--- config.mk ---
export PLATFORM = sky130hd
export DESIGN_NAME = tempsens_conv_ctrl
export DESIGN_NICKNAME = d
export VERILOG_FILES = /design/src/rtl/tempsens_conv_ctrl.sv
export SDC_FILE = /design/constraint.sdc
export NUM_CORES = 1
export LEC_CHECK = 0
export ABC_AREA = 0
export CORE_UTILIZATION = 50
export DETAILED_ROUTE_END_ITERATION = 6
export MAX_ROUTING_LAYER = met4
export PLACE_DENSITY_LB_ADDON = 0.12
export REMOVE_ABC_BUFFERS = 1
export SETUP_SLACK_MARGIN = 0.05
export SLEW_MARGIN = 20
export SYNTH_ARGS = -nofsm -noshare
export SYNTH_HDL_FRONTEND = slang
export SYNTH_SLANG_ARGS = --single-unit
--- constraint.sdc ---
create_clock -name clk -period 3.7 [get_ports clk]
set_input_delay 0.925 -clock clk [delete_from_list [all_inputs] [get_ports clk]]
set_output_delay 0.925 -clock clk [all_outputs]
set_load 0.03 [all_outputs]
--- src/rtl/tempsens_conv_ctrl.sv ---
// ---------------------------------------------------------------------------
// tempsens_conv_ctrl
//
// Conversion sequencer for the switched-cap temperature sensor that hangs off
// the bandgap core. On a host start pulse it waits for the bandgap to settle,
// resets the integration cap, ramps the cap with the PTAT current while it is
// compared against the reference, and counts ramp cycles until the comparator
// trips. 2^AVG_LOG2 such samples are averaged and returned through a
// valid/ack handshake. The bandgap loop itself lives in its own controller;
// this block only drives the analog switch controls.
//
// Ports:
//   clk           system clock
//   reset         asynchronous, active-high reset
//   start         single-cycle conversion request (ignored unless idle)
//   bg_valid      bandgap settled indication; dropping it mid-measurement
//                 restarts the whole measurement
//   cmp           raw asynchronous comparator output
//   result_ack    host has consumed the result
//   busy          high from accepted start until the result is published
//   s_CapRst      integration cap reset switch
//   s_Cap2CMP     cap-to-comparator switch
//   s_Ref2CMP     reference-to-comparator switch
//   s_PtatOut     PTAT current onto the cap
//   result        averaged ramp count (held until the next conversion ends)
//   result_valid  result available, held until acknowledged
//   ovf           at least one sample of this result hit the counter ceiling
// ---------------------------------------------------------------------------
module tempsens_conv_ctrl #(
  parameter int CNT_W      = 10,
  parameter int SETTLE_CYC = 8,
  parameter int RST_CYC    = 4,
  parameter int AVG_LOG2   = 2
) (
  input  logic             clk,
  input  logic             reset,
  input  logic             start,
  input  logic             bg_valid,
  input  logic             cmp,
  input  logic             result_ack,
  output logic             busy,
  output logic             s_CapRst,
  output logic             s_Cap2CMP,
  output logic             s_Ref2CMP,
  output logic             s_PtatOut,
  output logic [CNT_W-1:0] result,
  output logic             result_valid,
  output logic             ovf
);

  localparam int SUM_W = CNT_W + AVG_LOG2;
  localparam int SET_W = (SETTLE_CYC > 1) ? $clog2(SETTLE_CYC) : 1;
  localparam int RST_W = (RST_CYC > 1) ? $clog2(RST_CYC) : 1;

  localparam logic [CNT_W-1:0]    CNT_MAX     = '1;
  localparam logic [SET_W-1:0]    SETTLE_LAST = SET_W'(SETTLE_CYC - 1);
  localparam logic [RST_W-1:0]    RST_LAST    = RST_W'(RST_CYC - 1);
  localparam logic [AVG_LOG2-1:0] IDX_LAST    = '1;

  typedef enum logic [2:0] {
    IDLE    = 3'd0,
    WAIT_BG = 3'd1,
    CAPRST  = 3'd2,
    RAMP    = 3'd3,
    ACCUM   = 3'd4,
    DONE    = 3'd5
  } state_t;

  state_t              state;
  logic                cmp_meta;
  logic                cmp_s;
  logic [SET_W-1:0]    settle_cnt;
  logic [RST_W-1:0]    rst_cnt;
  logic [CNT_W-1:0]    ramp_cnt;
  logic [CNT_W-1:0]    sample;
  logic [SUM_W-1:0]    sum;
  logic [AVG_LOG2-1:0] idx;
  logic                abort;

  // Losing the bandgap while the cap is being reset, ramped or accumulated
  // invalidates the measurement, so every such phase restarts from settling.
  assign abort = !bg_valid && (state == CAPRST || state == RAMP || state == ACCUM);

  // Two-flop synchroniser for the comparator; it runs every cycle so the
  // ramp logic always sees a clean, two-cycle-delayed copy.
  always_ff @(posedge clk or posedge reset) begin
    if (reset) begin
      cmp_meta <= 1'b0;
      cmp_s    <= 1'b0;
    end else begin
      cmp_meta <= cmp;
      cmp_s    <= cmp_meta;
    end
  end

  // Conversion sequencer. Switch controls are registered and are only ever
  // raised on the transition into their phase, so the cap reset switch and
  // the ramp switches can never be closed in the same cycle.
  always_ff @(posedge clk or posedge reset) begin
    if (reset) begin
      state        <= IDLE;
      busy         <= 1'b0;
      s_CapRst     <= 1'b0;
      s_Cap2CMP    <= 1'b0;
      s_Ref2CMP    <= 1'b0;
      s_PtatOut    <= 1'b0;
      result       <= '0;
      result_valid <= 1'b0;
      ovf          <= 1'b0;
      settle_cnt   <= '0;
      rst_cnt      <= '0;
      ramp_cnt     <= '0;
      sample       <= '0;
      sum          <= '0;
      idx          <= '0;
    end else begin
      if (result_ack && result_valid) begin
        result_valid <= 1'b0;
      end

      if (abort) begin
        state      <= WAIT_BG;
        s_CapRst   <= 1'b0;
        s_Cap2CMP  <= 1'b0;
        s_Ref2CMP  <= 1'b0;
        s_PtatOut  <= 1'b0;
        sum        <= '0;
        idx        <= '0;
        ovf        <= 1'b0;
        settle_cnt <= '0;
      end else begin
        case (state)
          IDLE: begin
            if (start) begin
              state        <= WAIT_BG;
              busy         <= 1'b1;
              result_valid <= 1'b0;
              ovf          <= 1'b0;
              sum          <= '0;
              idx          <= '0;
              settle_cnt   <= '0;
            end
          end

          WAIT_BG: begin
            if (!bg_valid) begin
              settle_cnt <= '0;
            end else if (settle_cnt == SETTLE_LAST) begin
              state    <= CAPRST;
              s_CapRst <= 1'b1;
              rst_cnt  <= '0;
            end else begin
              settle_cnt <= settle_cnt + SET_W'(1);
            end
          end

          CAPRST: begin
            ramp_cnt <= '0;
            if (rst_cnt == RST_LAST) begin
              state     <= RAMP;
              s_CapRst  <= 1'b0;
              s_Cap2CMP <= 1'b1;
              s_Ref2CMP <= 1'b1;
              s_PtatOut <= 1'b1;
            end else begin
              rst_cnt <= rst_cnt + RST_W'(1);
            end
          end

          // A comparator trip wins over the ceiling, so a trip exactly at
          // the ceiling is a legal sample and does not flag overflow.
          RAMP: begin
            if (cmp_s || ramp_cnt == CNT_MAX) begin
              state     <= ACCUM;
              sample    <= ramp_cnt;
              s_Cap2CMP <= 1'b0;
              s_Ref2CMP <= 1'b0;
              s_PtatOut <= 1'b0;
              if (!cmp_s) begin
                ovf <= 1'b1;
              end
            end else begin
              ramp_cnt <= ramp_cnt + CNT_W'(1);
            end
          end

          // The sum is wide enough for 2^AVG_LOG2 full-scale samples.
          ACCUM: begin
            sum <= sum + SUM_W'(sample);
            if (idx == IDX_LAST) begin
              state <= DONE;
            end else begin
              idx      <= idx + AVG_LOG2'(1);
              state    <= CAPRST;
              s_CapRst <= 1'b1;
              rst_cnt  <= '0;
            end
          end

          DONE: begin
            result       <= CNT_W'(sum >> AVG_LOG2);
            result_valid <= 1'b1;
            busy         <= 1'b0;
            state        <= IDLE;
          end

          default: begin
            state <= IDLE;
          end
        endcase
      end
    end
  end

endmodule

==> results.cfg, run 1 <==
[status]
status = finished clean

[worst_setup_path]
crit_type = primary input to flop
ff2ff_setup_slack_ns = 1.58
critPathArrivalTime_ns = 2.84
worst_setup_path_start_kind = primary input
worstPathRequired_ns = 3.90
startpoint = bg_valid
r2r_end = sum[8]
worstSetupEndpoint = ramp_cnt[9]
crit_path_end_kind = flop
cp_max_fo = 15
rr_startpoint = sample[0]
r2r_cells = 8

[yosys]
async_reset_ff_share_pct = 100
syn_avg_cell_area_um2 = 10.3
syn-cell-area_um2 = 3200
syn_inst = 311
yosysSeqAreaShare_pct = 46.1
synth.distinct_cells = 51
ys_seq_elements = 59
synth-main-ff-cell = dfrtp_1
synth-edff-count = 0
yosys_warnings = 0

[floorplan]
die_w_um = 82.0
start_util_pct = 52.8
fp.coreArea_um2 = 6060
die_y_um = 82.0
dieArea_um2 = 6720
io_pins = 23
num_rows = 28

[grt]
grt_max_degree = 29
grt_use_total_pct = 22.7
grt_first_pass_wirelength_um = 11000
gr-total-overflow = 0
antenna_found_initial = 0
grt_pass1_vias = 2295

[finish]
fin_util_pct = 60.0
final_nets = 358
area_delta_synth_final_pct = 13.6
drive_gt1_share_pct = 13.5
num_antenna_cells = 0

[min_path]
hold_depth = 0
hold_path.class = flop to flop

[clock_tree]
postCtsResizedCells = 0
cts_hold_buf = 0
cts_tree = built
cts_htree_levels = 3
cts_setup_buffers = 0
clkTransAtPathRegs_ns = 0.06
cts_buffers = 9
cts_sinks = 59
cts_root_buffer = clkbuf_8
clk_path_buf_depth = 2
clk_latency_ns = 0.34

[timing]
timing.slew.headroom_pct = 53.9
clock_skew_ns = 0.00927
final_hold_viol_count = 0
maxSlewViolCount = 0
setup_viol = 0
rsz0062_at_grt = no
fin_tns_setup_ns = 0
timing.hold.ws_ns = 0.352
min_period_ns = 2.64
max_clock_freq_ghz = 0.378
fin_crit_sh_pct = 71.4
tightest_slew_ns = 0.691

[drt]
dr.pass1.iters = 4
ant_nets = 0
avgViaCountPerCell = 5.75
remaining_drc_errors = 0
vias = 2387
first_iter_violations = 86
detail_route.wl_per_cell_um = 15.5
totalWireLength_um = 6410

[power_and_ir_drop]
leakagePower_nw = 1.70
pwr_density_cell_nw_per_um2 = 536
ir_drop_uv = 356

[flow_run]
drv_cap = 0

[place]
place_congestion = 0.866
io_buffers = 22
hpwl_um = 4540
-- registers in the layout (all words and copies together) (netlist names) --
name	flops
cmp_meta	1
result	10
ovf	1
busy	1
settle_cnt	3
state	3
rst_cnt	2
sum	12
sample	10
ramp_cnt	10
cmp_s	1
s_PtatOut	1
result_valid	1
s_CapRst	1
idx	2
-- cell families (layout without fill, tap and decap cells) --
group | after synthesis | after routing | synth area share [%]
xor gates and xnor gates | 14 | 14 | 3.83
AOI/OAI and AO/OA | 76 | 76 | 15.5
adders and majority gates | 16 | 16 | 6.49
buffers and inverters | 22 | 51 | 3.25
DFF | 59 | 59 | 46.1
and+or+nand+nor | 100 | 100 | 16.4
muxes | 24 | 24 | 8.33
-- worst min-delay path by stage --
stage | startpoint | slack (ns) | endpoint
3_5_place_dp | cmp_meta | 0.34 | cmp_s
6_report | cmp_meta | 0.35 | cmp_s
4_1_cts | cmp_meta | 0.35 | cmp_s
3_3_place_gp | cmp_meta | 0.33 | cmp_s
2_1_floorplan | cmp_meta | 0.33 | cmp_s
5_1_grt | cmp_meta | 0.37 | cmp_s
-- report_power, final --
group          internal [W]  switching, W
clock network      0.000254      0.000243
logic              0.000258      0.000329
registers          0.000732      0.000131
total               0.00124      0.000703
-- worst max-delay path, stage by stage --
cell	delay, ns
clkdlybuf4s50_1	0.78
nand4b_2	0.23
nor3_1	0.49
nand4b_1	0.18
xor2_1	0.17
nor2_1	0.06
-- per-stage QoR --
stage | std cells | worst slack, ns | cell area (um2) | total power (W)
2_1_floorplan | 300 | 1.32 | 3140 | 0.00128
3_3_place_gp | 400 | 0.762 | 3470 | 0.00145
3_5_place_dp | 400 | 0.718 | 3470 | 0.00146
4_1_cts | 415 | 1.08 | 3630 | 0.00196
5_1_grt | 415 | 0.908 | 3630 | 0.00208
6_report | 415 | 1.06 | 3630 | 0.00195
-- synthesized netlist by cell type (all sizes together), types with 2 or more instances --
master   instances  area (um2)
a211oi           4        30.0
a21boi           2        15.0
a21o             5        37.5
a21oi           15        78.8
a22o             5        43.8
a31oi            4        25.0
and4             2        17.5
buf              9        55.1
clkbuf           2        7.51
dfrtp           59        1480
ha              15         188
inv             11        41.3
mux2            21         236
mux2i            3        30.0
nand2           35         131
nand2b           7        51.3
nand3            9        45.0
nand4            3        18.8
nand4b           2        23.8
nor2            19        71.3
nor2b            4        25.0
nor3             6        35.0
nor4             6        50.0
o2111ai          2        17.5
o211ai           3        22.5
o21ai           24         120
o22ai            2        12.5
o32a             2        20.0
or3              2        12.5
xnor2            5        43.8
xor2             9        78.8
-- placed cells by master (no fill, tap or decap), types with 2 or more instances in the layout --
cell type,count
a31oi_1,4
o22ai_1,2
clkinv_2,3
clkbuf_1,2
nor4_1,4
xor2_1,9
mux2_2,21
and4_1,2
a21boi_0,2
a22o_1,5
a21o_1,5
o32a_1,2
a21oi_1,14
inv_1,10
ha_1,15
or3_1,2
o2111ai_1,2
a211oi_1,4
nor2b_1,4
nor4_2,2
nor2_1,19
nand4_1,3
buf_4,3
clkdlybuf4s50_1,22
mux2i_1,3
nor3_1,5
nand2_1,35
nand2b_1,6
o21ai_0,24
nand3_1,9
dfrtp_1,59
o211ai_1,3
xnor2_1,5
clkbuf_8,10
-- layer usage --
layer | track usage [%] | wire, um | vias to the layer above
li1 | - | - | 1192
met3 | 4.56 | 175 | 11
met2 | 32.5 | 2830 | 35
met1 | 30.6 | 3290 | 1149
met5 | - | 0 | -
met4 | 11.1 | 110 | 0
-- cell type report --
type                       instances  area [um2]
clock buffer                      12         145
clock inverter                     3        15.0
tap                               75        93.8
multi-input combinational        230        1620
sequential                        59        1480
fill                             525        2430
inverter                          11        41.3
timing repair buffer              25         243
(Power assumes the default switching activity.)
==> run 2: changes to the inputs <==
Clock period 3.7 ns to 2.62 ns, I/O delays scaled along.
==> results.cfg, run 2 (synthesized netlist as in run 1, its figures left out) <==
[power_and_ir_drop]
switchingPower_w = 0.000997
pwr_density_cell_nw_per_um2 = 787
internal-power_w = 0.00194
pwr-share-seq_pct = 41.5
ir_drop_uv = 490
swShare_pct = 33.9
leakagePower_nw = 1.75
p_clk_share_pct = 30.0
power.share.combinational_pct = 28.4

[clock_tree]
cts_hold_buf = 0
cts_root_buffer = clkbuf_8
cts_setup_buffers = 0
postCtsResizedCells = 0
cts_sinks = 59
clk_path_buf_depth = 2
clkTransAtPathRegs_ns = 0.06
clk_latency_ns = 0.33
cts_buffers = 9
cts_htree_levels = 3
cts_tree = built

[place]
hpwl_um = 4500
dp_slack_ns = 0.179
io_buffers = 22
place_congestion = 0.875
dpl_cell_area_um2 = 3520

[timing]
rsz0062_at_grt = no
min_period_ns = 2.19
maxSlewViolCount = 0
max_clock_freq_ghz = 0.457
timing.hold.ws_ns = 0.347
tightest_slew_ns = 0.672
timing.slew.headroom_pct = 55.2
setup_viol = 0
final_hold_viol_count = 0
setup_slack_ns = 0.434
clock_skew_ns = 0.00529
fin_crit_sh_pct = 83.5
fin_tns_setup_ns = 0

[finish]
largest_register_ffs = 12
fin_util_pct = 61.6
final_nets = 363
layout_common_cells = dfrtp_1, nand2_1, o21ai_0
area_delta_synth_final_pct = 16.6
final_common_cell = dfrtp_1
regMostFlops = sum
final_area_um2 = 3730
drive_gt1_share_pct = 15.3
num_antenna_cells = 0

[drt]
dr.pass1.iters = 4
vias = 2381
ant_nets = 0
detail_route.wl_per_cell_um = 14.9
avgViaCountPerCell = 5.66
remaining_drc_errors = 0
first_iter_violations = 86
totalWireLength_um = 6290

[worst_setup_path]
startpoint = sum[0]
rr_startpoint = sum[0]
worstSetupEndpoint = sum[8]
ff2ff_setup_slack_ns = 0.43
cp_max_fo = 3
worstPathRequired_ns = 2.84
r2r_cells = 8
crit_path_end_kind = flop
crit_type = flop to flop
r2r_end = sum[8]
worst_setup_path_start_kind = flop
critPathArrivalTime_ns = 2.40

[min_path]
hold_path.class = flop to flop

[floorplan]
die_y_um = 82.0
dieArea_um2 = 6720
num_rows = 28
start_util_pct = 52.8
fp.coreArea_um2 = 6060
io_pins = 23
die_w_um = 82.0

[grt]
antenna_found_initial = 0
grt_max_degree = 40
grt_pass1_vias = 2228
gr-total-overflow = 0
grt_use_total_pct = 21.9
grt_first_pass_wirelength_um = 10600

[status]
status = finished clean

[flow_run]
drv_cap = 0
[run 2: cell types whose count changed in the layout (fill, tap and decap cells not counted)]
cell	change
buf_12	+1
buf_4	+4
bufinv_16	+2
clkbuf_1	-1
clkbuf_8	-1
clkinv_2	+1
[run 2: worst min path at each step]
stage          depth (start not counted)  slack, ns     to     start
6_report                               0       0.35  cmp_s  cmp_meta
2_1_floorplan                          0       0.33  cmp_s  cmp_meta
3_5_place_dp                           0       0.33  cmp_s  cmp_meta
5_1_grt                                0       0.35  cmp_s  cmp_meta
4_1_cts                                0       0.35  cmp_s  cmp_meta
3_3_place_gp                           0       0.34  cmp_s  cmp_meta
[run 2: cell type report]
cell class / count / area [um2]
well taps: 75 / 93.8
fillers: 533 / 2330
flip-flops and latches: 59 / 1480
clock inverters: 6 / 80.1
repair buffers: 30 / 293
inverters: 11 / 41.3
clock buffers: 10 / 128
multi-input cells: 230 / 1620
[run 2: power by group through the flow]
| stage | registers [W] | logic, W | clock network [W] |
|---|---|---|---|
| finish | 0.00122 | 0.000835 | 0.000882 |
| global route | 0.00124 | 0.000948 | 0.000939 |
| CTS | 0.00122 | 0.000844 | 0.000900 |
| detailed placement | 0.00123 | 0.000841 | 0 |
| global placement | 0.00123 | 0.000832 | 0 |
| floorplan | 0.00125 | 0.000558 | 0 |
[run 2: critical path, cell delays in order (launching register included)]
cell and delay, ns:
dfrtp_1 0.36, ha_1 0.20, inv_1 0.06, fa_1 0.40, nor2b_1 0.16, o2111ai_1 0.19, a21oi_1 0.31, o21ai_0 0.13
a32o_1 0.26
[run 2: per-layer routing]
layer / GRT usage (%) / routed length, um / vias to the layer above
met5: - / 0 / -
met4: 9.12 / 108 / 0
met3: 3.67 / 244 / 9
met2: 31.8 / 2780 / 47
met1: 30.3 / 3150 / 1127
li1: - / - / 1198
[run 2: per-stage QoR]
stage | cells | power, W
2_1_floorplan | 300 | 0.00181
3_3_place_gp | 405 | 0.00206
3_5_place_dp | 405 | 0.00208
4_1_cts | 421 | 0.00296
5_1_grt | 421 | 0.00313
6_report | 421 | 0.00294
==> run 3: changes to the inputs <==
Clock period 2.62 ns to 2.1 ns, I/O delays scaled along.
==> results.cfg, run 3 (synthesized netlist as in run 1, its figures left out) <==
[timing]
timing.hold.ws_ns = 0.350
tightest_slew_ns = 0.555
max_clock_freq_ghz = 0.514
timing.slew.headroom_pct = 63.0
final_hold_viol_count = 0
rsz0062_at_grt = yes
fin_tns_setup_ns = 0
maxSlewViolCount = 0
clock_skew_ns = 0.00927
setup_viol = 0
min_period_ns = 1.94
setup_slack_ns = 0.156
fin_crit_sh_pct = 92.6

[clock_tree]
cts_setup_buffers = 0
cts_tree = built
clk_latency_ns = 0.34
cts_buffers = 9
clkTransAtPathRegs_ns = 0.07
clk_path_buf_depth = 2
cts_sinks = 59
cts_root_buffer = clkbuf_8
cts_htree_levels = 3

[grt]
antenna_found_initial = 0
grt_pass1_vias = 2406
grt_max_degree = 27
gr-total-overflow = 0
grt_use_total_pct = 23.9
grt_first_pass_wirelength_um = 11500

[worst_setup_path]
rr_startpoint = sample[0]
r2r_end = sum[8]
ff2ff_setup_slack_ns = 0.16
worstPathRequired_ns = 2.33
cp_max_fo = 3
worstSetupEndpoint = sum[8]
critPathArrivalTime_ns = 2.18
crit_type = flop to flop
startpoint = sample[0]
crit_path_end_kind = flop
worst_setup_path_start_kind = flop
r2r_cells = 8

[drt]
remaining_drc_errors = 0
ant_nets = 0
totalWireLength_um = 7050
dr.pass1.iters = 4
avgViaCountPerCell = 5.81
detail_route.wl_per_cell_um = 15.8
vias = 2585
first_iter_violations = 112

[floorplan]
io_pins = 23
fp.coreArea_um2 = 6060
start_util_pct = 52.8
die_y_um = 82.0
num_rows = 28
dieArea_um2 = 6720
die_w_um = 82.0

[flow_run]
drv_cap = 0

[finish]
regMostFlops = sum
drive_gt1_share_pct = 22.4
fillCellCount = 475
num_antenna_cells = 0
layout_common_cells = dfrtp_1, nand2_1, buf_4
fin_util_pct = 65.9
largest_register_ffs = 12
final_nets = 387
final_common_cell = dfrtp_1
area_delta_synth_final_pct = 24.8

[min_path]
hold_path.class = flop to flop

[place]
io_buffers = 22
hpwl_um = 5070
dp_slack_ns = -0.149
place_congestion = 0.898

[status]
status = finished clean

[power_and_ir_drop]
ir_drop_uv = 743
leakagePower_nw = 1.89
pwr_density_cell_nw_per_um2 = 1000
## run 3: worst min path at each step
stage	start	to	slack, ns	cells after the start
6_report	cmp_meta	cmp_s	0.35	0
5_1_grt	cmp_meta	cmp_s	0.35	0
4_1_cts	cmp_meta	cmp_s	0.35	0
3_5_place_dp	cmp_meta	cmp_s	0.34	0
3_3_place_gp	cmp_meta	cmp_s	0.33	0
2_1_floorplan	cmp_meta	cmp_s	0.33	0
## run 3: cell type report
class | instances | area, um2 | share of cell area (%)
Clock inverter | 5 | 100 | 2.51
Timing Repair Buffer | 54 | 488 | 12.2
Inverter | 11 | 41.3 | 1.03
Tap cell | 75 | 93.8 | 2.35
Clock buffer | 11 | 141 | 3.54
Sequential cell | 59 | 1480 | 37.0
Multi-Input combinational cell | 230 | 1650 | 41.4
## run 3: through the flow
stage	instances	area (um2)	power (W)
floorplan	300	3140	0.00226
global placement	429	3720	0.00271
detailed placement	429	3720	0.00274
CTS	445	3970	0.00402
global route	445	3990	0.00422
finish	445	3990	0.00401
## run 3: worst max-delay path, stage by stage (launching register included)
cell and delay [ns]:
dfrtp_1 0.39, ha_2 0.20, inv_2 0.06, fa_2 0.23, nor2b_4 0.06, o2111ai_4 0.23
a21oi_2 0.09, or3_1 0.34, a32o_1 0.24
## run 3: per-layer routing
| layer | track usage (%) | part of all wire, % | routed length [um] | vias to the layer above |
|---|---|---|---|---|
| met5 | - | 0 | 0 | - |
| met4 | 12.1 | 2.2 | 157 | 0 |
| met3 | 4.22 | 4.0 | 284 | 15 |
| met2 | 34.9 | 46 | 3260 | 73 |
| met1 | 31.7 | 47 | 3350 | 1258 |
| li1 | - | - | - | 1239 |
## run 3: what timing repair did
action / in CTS / in global routing
hold buffers: 0 / 0
gates resized for setup: 2 / 7
pin swaps: 0 / 3
setup endpoints to repair: 1 / 3
## run 3: power breakdown
group / leakage, nW / internal [W] / switching (W)
Clock: 0.123 / 0.000817 / 0.000459
Combinational: 0.979 / 0.000576 / 0.000690
Sequential: 0.789 / 0.00129 / 0.000179
